--- config.mk ---
export PLATFORM = sky130hd
export DESIGN_NAME = acumulador_com_sinal
export DESIGN_NICKNAME = d
export VERILOG_FILES = /design/src/rtl/numeros_pkg.sv /design/src/rtl/extensor_somador.sv /design/src/rtl/acumulador_com_sinal.sv
export SDC_FILE = /design/constraint.sdc
export NUM_CORES = 1
export LEC_CHECK = 0
export BUFFER_PORTS_ARGS = -buffer_cell sky130_fd_sc_hd__buf_2
export CAP_MARGIN = 20
export CORE_MARGIN = 1
export CORE_UTILIZATION = 55
export DETAILED_ROUTE_END_ITERATION = 6
export PLACE_DENSITY_LB_ADDON = 0.3
export SKIP_CTS_REPAIR_TIMING = 1
export SLEW_MARGIN = 10
export SYNTH_ARGS = -nofsm -noshare
export SYNTH_HDL_FRONTEND = slang
export SYNTH_SLANG_ARGS = --single-unit
--- constraint.sdc ---
create_clock -name clk -period 4.3 [get_ports clk]
set_input_delay 0.215 -clock clk [delete_from_list [all_inputs] [get_ports clk]]
set_output_delay 0.215 -clock clk [all_outputs]
set_load 0.02 [all_outputs]
--- src/rtl/numeros_pkg.sv ---
// numeros_pkg: operand interpretation modes and width helper shared by the accumulators
package numeros_pkg;

    localparam logic [1:0] MODO_SS = 2'd0;
    localparam logic [1:0] MODO_UU = 2'd1;
    localparam logic [1:0] MODO_US = 2'd2;
    localparam logic [1:0] MODO_SU = 2'd3;

    function automatic int max_largura(input int a, input int b);
        return (a > b) ? a : b;
    endfunction

endpackage

--- src/rtl/extensor_somador.sv ---
// extensor_somador: extends A and B per mode code to TERMO bits and adds them
module extensor_somador
    import numeros_pkg::*;
#(
    parameter int LARGURA_A = 8,
    parameter int LARGURA_B = 4,
    parameter int TERMO     = max_largura(LARGURA_A, LARGURA_B) + 2
) (
    input  logic [LARGURA_A-1:0] a,
    input  logic [LARGURA_B-1:0] b,
    input  logic [1:0]           codigo,
    output logic [TERMO-1:0]     termo
);

    logic a_sinal, b_sinal;
    logic [TERMO-1:0] ext_a, ext_b;

    // sign-extend signed operands, zero-extend unsigned ones, then add; TERMO leaves room so the sum never overflows
    always_comb begin
        a_sinal = (codigo == MODO_SS) || (codigo == MODO_SU);
        b_sinal = (codigo == MODO_SS) || (codigo == MODO_US);
        ext_a   = {{(TERMO-LARGURA_A){a_sinal & a[LARGURA_A-1]}}, a};
        ext_b   = {{(TERMO-LARGURA_B){b_sinal & b[LARGURA_B-1]}}, b};
        termo   = ext_a + ext_b;
    end

endmodule

--- src/rtl/acumulador_com_sinal.sv ---
// acumulador_com_sinal: two-stage mixed-sign accumulator with wrap/saturate, sticky overflow and sample counter
module acumulador_com_sinal
    import numeros_pkg::*;
#(
    parameter int LARGURA_A    = 8,
    parameter int LARGURA_B    = 4,
    parameter int LARGURA_ACC  = 16,
    parameter int LARGURA_CONT = 8
) (
    input  logic                    clk,
    input  logic                    rst,
    input  logic                    entrada_valida,
    input  logic [LARGURA_A-1:0]    entrada_a,
    input  logic [LARGURA_B-1:0]    entrada_b,
    input  logic [1:0]              codigo,
    input  logic                    saturar,
    input  logic                    limpar,
    output logic [LARGURA_ACC-1:0]  saida,
    output logic                    saida_valida,
    output logic                    estouro,
    output logic [LARGURA_CONT-1:0] contador
);

    localparam int TERMO = max_largura(LARGURA_A, LARGURA_B) + 2;
    localparam logic [LARGURA_ACC-1:0] MAXIMO = {1'b0, {(LARGURA_ACC-1){1'b1}}};
    localparam logic [LARGURA_ACC-1:0] MINIMO = {1'b1, {(LARGURA_ACC-1){1'b0}}};

    logic [TERMO-1:0]       termo, termo_r;
    logic                   sat_r, val_r;
    logic [LARGURA_ACC:0]   soma;
    logic                   ovf;
    logic [LARGURA_ACC-1:0] proximo;

    extensor_somador #(
        .LARGURA_A(LARGURA_A),
        .LARGURA_B(LARGURA_B),
        .TERMO    (TERMO)
    ) u_ext (
        .a     (entrada_a),
        .b     (entrada_b),
        .codigo(codigo),
        .termo (termo)
    );

    // one guard bit above the total exposes overflow as a disagreement of the top two bits
    always_comb begin
        soma    = {saida[LARGURA_ACC-1], saida}
                + {{(LARGURA_ACC+1-TERMO){termo_r[TERMO-1]}}, termo_r};
        ovf     = soma[LARGURA_ACC] != soma[LARGURA_ACC-1];
        proximo = (ovf && sat_r) ? (soma[LARGURA_ACC] ? MINIMO : MAXIMO) : soma[LARGURA_ACC-1:0];
    end

    // stage 1 captures the term; stage 2 folds it into the total, flag and counter; limpar drops everything in flight
    always_ff @(posedge clk or posedge rst) begin
        if (rst) begin
            termo_r      <= '0;
            sat_r        <= 1'b0;
            val_r        <= 1'b0;
            saida        <= '0;
            saida_valida <= 1'b0;
            estouro      <= 1'b0;
            contador     <= '0;
        end else if (limpar) begin
            val_r        <= 1'b0;
            saida        <= '0;
            saida_valida <= 1'b0;
            estouro      <= 1'b0;
            contador     <= '0;
        end else begin
            val_r        <= entrada_valida;
            saida_valida <= val_r;
            if (entrada_valida) begin
                termo_r <= termo;
                sat_r   <= saturar;
            end
            if (val_r) begin
                saida    <= proximo;
                estouro  <= estouro | ovf;
                contador <= (&contador) ? contador : contador + 1'b1;
            end
        end
    end

endmodule

==> metrics.yaml, run 1 <==
status: "completed"
post-route-min-period_ps: 2800
io_buffers: 44
p_leak_nw: 1.63
final_util_pct: 64.7
drv_cap: 0
yosys.area.top_type: "dfrtp_1"
hpwlAfterDp_um: 5130
tns_ps: 0
finClkSkew_ps: 5.38
die_w_um: 74.7
synthMuxAreaShare_pct: 0.344
ys_warn_count: 0
synth-compound-area-share_pct: 31.0
reg2reg_slack_ps: 1500
hold_violations: 0
drv_slew: 0
hold_path.class: "input pin to async pin"
cp-end-kind: "flip-flop"
top_level_ports: 45
die_area_um2: 5580
drive_gt1_share_pct: 16.1
rr_worst_depth: 7
final_cell_mix: "44 x buf_2, 38 x dfrtp_1, 32 x nand2_1, 31 x a21oi_1, 25 x ha_1"
h-tree-depth: 2
worst_ep_required_time_ps: 4490
antenna_found_initial: 0
async_flop_share_pct: 100
reg2reg_to: "saida[4]$_DFFE_PP0P_"
grt_pass1_vias: 2437
vias: 2645
synth_edf_count: 0
synthCells: 321
path_clk_slew_ps: 80
intPower_mw: 0.827
root_buffer: "clkbuf_8"
rsz0062_at_grt: "false"
vias_per_cell: 6.07
dr.pass1.iters: 4
p_per_area_nw_per_um2: 426
yosys.area_share.simple_pct: 13.9
syn_area_per_cell_um2: 9.05
cts_tree: "built"
synthesis.nets: 367
p_seq_share_pct: 32.7
cts.sinks: 38
synth_top_family_by_area: "compound AO/OA/AOI/OAI gates"
synth_area_leaders: "dfrtp_1 33%, ha_1 11%, a21oi_1 5.3%"
crit_start: "termo_r[9]$_DFFE_PP0P_"
pwr-share-clk_pct: 22.5
setup_violations: 0
ir_worst_vdd_v: 0.000187
switching_share_pct: 41.4
die_height_um: 74.7
synth_fa_ha_area_share_pct: 12.1
place_congestion: 0.885
syn-cell-area_um2: 2910
totalWireLength_um: 6940
final_nets: 411
drc: 0
synth_top_cell_area_share_pct: 32.7
postRouteAntennaNets: 0
synthXorXnorAreaFrac_pct: 6.93
mostFrequentLayoutCell: "buf_2"
wire_per_inst_um: 15.9
synth_seq_cells: 38
startpoint_type: "flip-flop"
switchingPower_mw: 0.583
crit_path_max_fanout: 14
fin_crit_sh_pct: 65.1
synth_cell_types: 54
arrival_ps: 2990
grt_start_max_net_pins: 39
track_usage_pct: 26.4
numCtsBuffers: 5
r2r-start: "termo_r[9]$_DFFE_PP0P_"
placementRows: 26
overflow: 0
ys.flop_type: "dfrtp_1"
start_util_pct: 56.9
maxSlewHeadroom_pct: 49.7
core-area_um2: 5110
drtIter0Drc: 162
max_freq_mhz: 357
clock_path_buffers: 2
clk_latency_ps: 310
power_frac_comb_pct: 44.8
critPathKind: "flip-flop to flip-flop"
tightest_slew_ps: 754
grt_pass1_wl_um: 11200
diodes: 0
area_growth_pct: 13.7
synth-seq-area-share_pct: 32.7
==> worst max path at each step <==
stage / endpoint / depth (start not counted)
after floorplan: saida[0]$_DFFE_PP0P_ / 9
after CTS: saida[5]$_DFFE_PP0P_ / 7
after global routing: saida[5]$_DFFE_PP0P_ / 7
after global placement: saida[15]$_DFFE_PP0P_ / 7
final: saida[4]$_DFFE_PP0P_ / 7
after detailed placement: saida[5]$_DFFE_PP0P_ / 7
==> worst max-delay path: stages, from the launching register on <==
cell and delay [ps]:
dfrtp_1 500, ha_1 420, a21o_1 210, a221oi_1 370, nand2_1 170, o311ai_4 600
a21oi_1 90, a221o_1 300
==> synth_stat cells (all sizes together), types with 5 or more instances <==
cell     n
a22oi    6
xnor2   11
and2     6
nand2   32
o21a     6
o21ai   24
o211ai   9
xor2    12
a211oi   7
a21o    11
dfrtp   38
ha      25
a21boi   5
nor2    11
inv     12
a21oi   31
clkbuf   6
nand3    8
==> per-stage QoR <==
step	power, mW	cell area [um^2]	hold WS [ps]	std cells	setup slack, ps
final	1.41	3310	9.57	436	1500
after global placement	1.07	3180	354	427	1640
after global routing	1.50	3310	63.8	436	1380
after floorplan	0.933	2910	332	321	1870
after CTS	1.40	3290	39.4	435	1550
after detailed placement	1.09	3180	364	427	1580
==> sequential cells by signal, summed over array words and instances (netlist names) <==
| register | cells |
|---|---|
| termo_r | 10 |
| val_r | 1 |
| saida_valida | 1 |
| contador | 8 |
| sat_r | 1 |
| saida | 16 |
| estouro | 1 |
==> cell families (layout without fill, tap and decap cells) <==
| kind of cell | after synthesis | in the layout |
|---|---|---|
| multiplexers | 1 | 1 |
| adder cells (fa/ha/maj) | 27 | 27 |
| buffers and inverters | 21 | 66 |
| XOR/XNOR | 23 | 23 |
| AND/OR/NAND/NOR | 82 | 82 |
| flip-flops | 38 | 38 |
| AO/OA/AOI/OAI | 129 | 129 |
==> layout make-up <==
type | count | area, um^2
clock buffers | 5 | 68.8
clock inverters | 3 | 45.0
fillers | 444 | 1800
inverters | 12 | 45.0
multi-input cells | 262 | 1870
flip-flops and latches | 38 | 951
well taps | 70 | 87.6
repair buffers | 46 | 239
==> power groups by stage <==
stage | clock network [mW] | logic [mW] | registers, mW
2_1_floorplan | 0 | 0.436 | 0.498
3_3_place_gp | 0 | 0.602 | 0.465
3_5_place_dp | 0 | 0.619 | 0.467
4_1_cts | 0.319 | 0.622 | 0.461
5_1_grt | 0.338 | 0.693 | 0.469
6_report | 0.318 | 0.632 | 0.460
==> metal layers <==
layer  up-vias  part of all wire [%]  GRT usage (%)
met5         -                     0              0
met4         0                   1.3           10.1
met3        10                   3.2           4.28
met2        68                    49           43.5
met1      1257                    47           34.9
li1       1310                     -              -
Power figures use the tool's default switching activity.
==> run 2, diff against run 1 <==
- CORE_UTILIZATION: 55 -> 52
- clock period: 4.3 -> 2.5 ns (I/O delays scaled with it)
==> metrics.yaml, run 2 (synthesis results as in run 1) <==
max_freq_mhz: 404
arrival_ps: 2660
vias: 2750
use_met3_pct: 3.93
final_cell_mix: "44 x buf_2, 37 x dfrtp_1, 32 x nand2_1, 30 x a21oi_1, 24 x o21ai_0"
top_level_ports: 45
area_growth_pct: 21.3
final_util_pct: 67.3
finalNonFillerCells: 453
grt_pass1_vias: 2534
place_ws_ps: -71.9
grt.met1_usage_pct: 31.7
vias_per_cell: 6.07
mostFrequentLayoutCell: "buf_2"
h-tree-depth: 2
track_usage_pct: 24.9
fin_crit_sh_pct: 99.0
reg2reg_slack_ps: 30
overflow: 0
core-area_um2: 5240
cts.sinks: 38
tns_ps: 0
grt_start_max_net_pins: 39
critPathKind: "flip-flop to flip-flop"
drv_slew: 0
crit_family: "compound AO/OA/AOI/OAI gates"
post-route-min-period_ps: 2470
fin_ws_ps: 26.1
cp_slowest_stage_delay_ps: 430
diodes: 0
tightest_slew_ps: 601
hold_path.class: "input pin to flip-flop"
place_congestion: 0.893
cp_common_cell: "o211a_1"
drc: 0
wire_per_inst_um: 16.4
hpwlAfterDp_um: 5250
path_cells: "ha_2, fa_2, a211oi_2, o211a_1, o211ai_1, o211a_1, buf_4, a32oi_2, o31ai_1"
clock_path_buffers: 2
top_usage_layer: "met2"
grt_pass1_wl_um: 11600
postRouteAntennaNets: 0
cts_tree: "built"
drive_gt1_share_pct: 23.0
cp-end-kind: "flip-flop"
die_w_um: 76.8
hold_ws_ps: 19.3
ir_worst_vdd_v: 0.000287
power_mw: 2.58
regMostFlops: "saida"
placed_area_um2: 3290
hold_violations: 0
final_area_um2: 3530
placementRows: 26
p_leak_nw: 1.71
drv_cap: 0
die_height_um: 76.8
dr.pass1.iters: 4
root_buffer: "clkbuf_8"
die_area_um2: 5890
io_buffers: 44
final_nets: 428
antenna_found_initial: 0
status: "completed"
numCtsBuffers: 5
p_per_area_nw_per_um2: 732
path_clk_slew_ps: 80
rsz0062_at_grt: "true"
dp_cells: 441
use_met2_pct: 42.0
totalWireLength_um: 7450
setup_violations: 0
crit_path_max_fanout: 6
finClkSkew_ps: 9.87
worst_ep_required_time_ps: 2690
path_buf_inv: 1
drtIter0Drc: 166
slowest_stage: "dfrtp_1"
startpoint_type: "flip-flop"
reg_top3: "saida (16), termo_r (10), contador (8)"
maxSlewHeadroom_pct: 59.9
start_util_pct: 55.5
clk_latency_ps: 310
largest_reg_flops: 16
[run 2: layer usage]
layer | vias to the layer above | share of wire (%)
met1 | 1312 | 45
met3 | 13 | 4.0
met4 | 0 | 2.0
met2 | 87 | 49
met5 | - | 0
li1 | 1338 | -
[run 2: area by class of cell]
| class | count | area (um^2) |
|---|---|---|
| Multi-Input combinational cell | 262 | 1960 |
| Inverter | 12 | 45.0 |
| Clock inverter | 3 | 45.0 |
| Tap cell | 70 | 87.6 |
| Timing Repair Buffer | 63 | 365 |
| Clock buffer | 5 | 68.8 |
| Sequential cell | 38 | 952 |
| Fill cell | 417 | 1710 |
[run 2: tightest hold or removal path, cell delays in order]
cell and delay, ps:
buf_2 70, nand2_1 30, o21ai_0 60
[run 2: worst paths after layout]
path,startpoint,end,cells after the start
min in group asynchronous,rst,saida[15]$_DFFE_PP0P_,4
max in group asynchronous,rst,termo_r[9]$_DFFE_PP0P_,4
hold / removal,saturar,sat_r$_DFFE_PP0P_,3
hold reg to reg,termo_r[5]$_DFFE_PP0P_,termo_r[5]$_DFFE_PP0P_,2
setup reg to reg,saida[0]$_DFFE_PP0P_,saida[2]$_DFFE_PP0P_,9
setup / recovery,saida[0]$_DFFE_PP0P_,saida[2]$_DFFE_PP0P_,9
[run 2: power breakdown]
part	internal (mW)	switching, mW
Sequential	0.707	0.102
Combinational	0.525	0.699
Clock	0.297	0.250
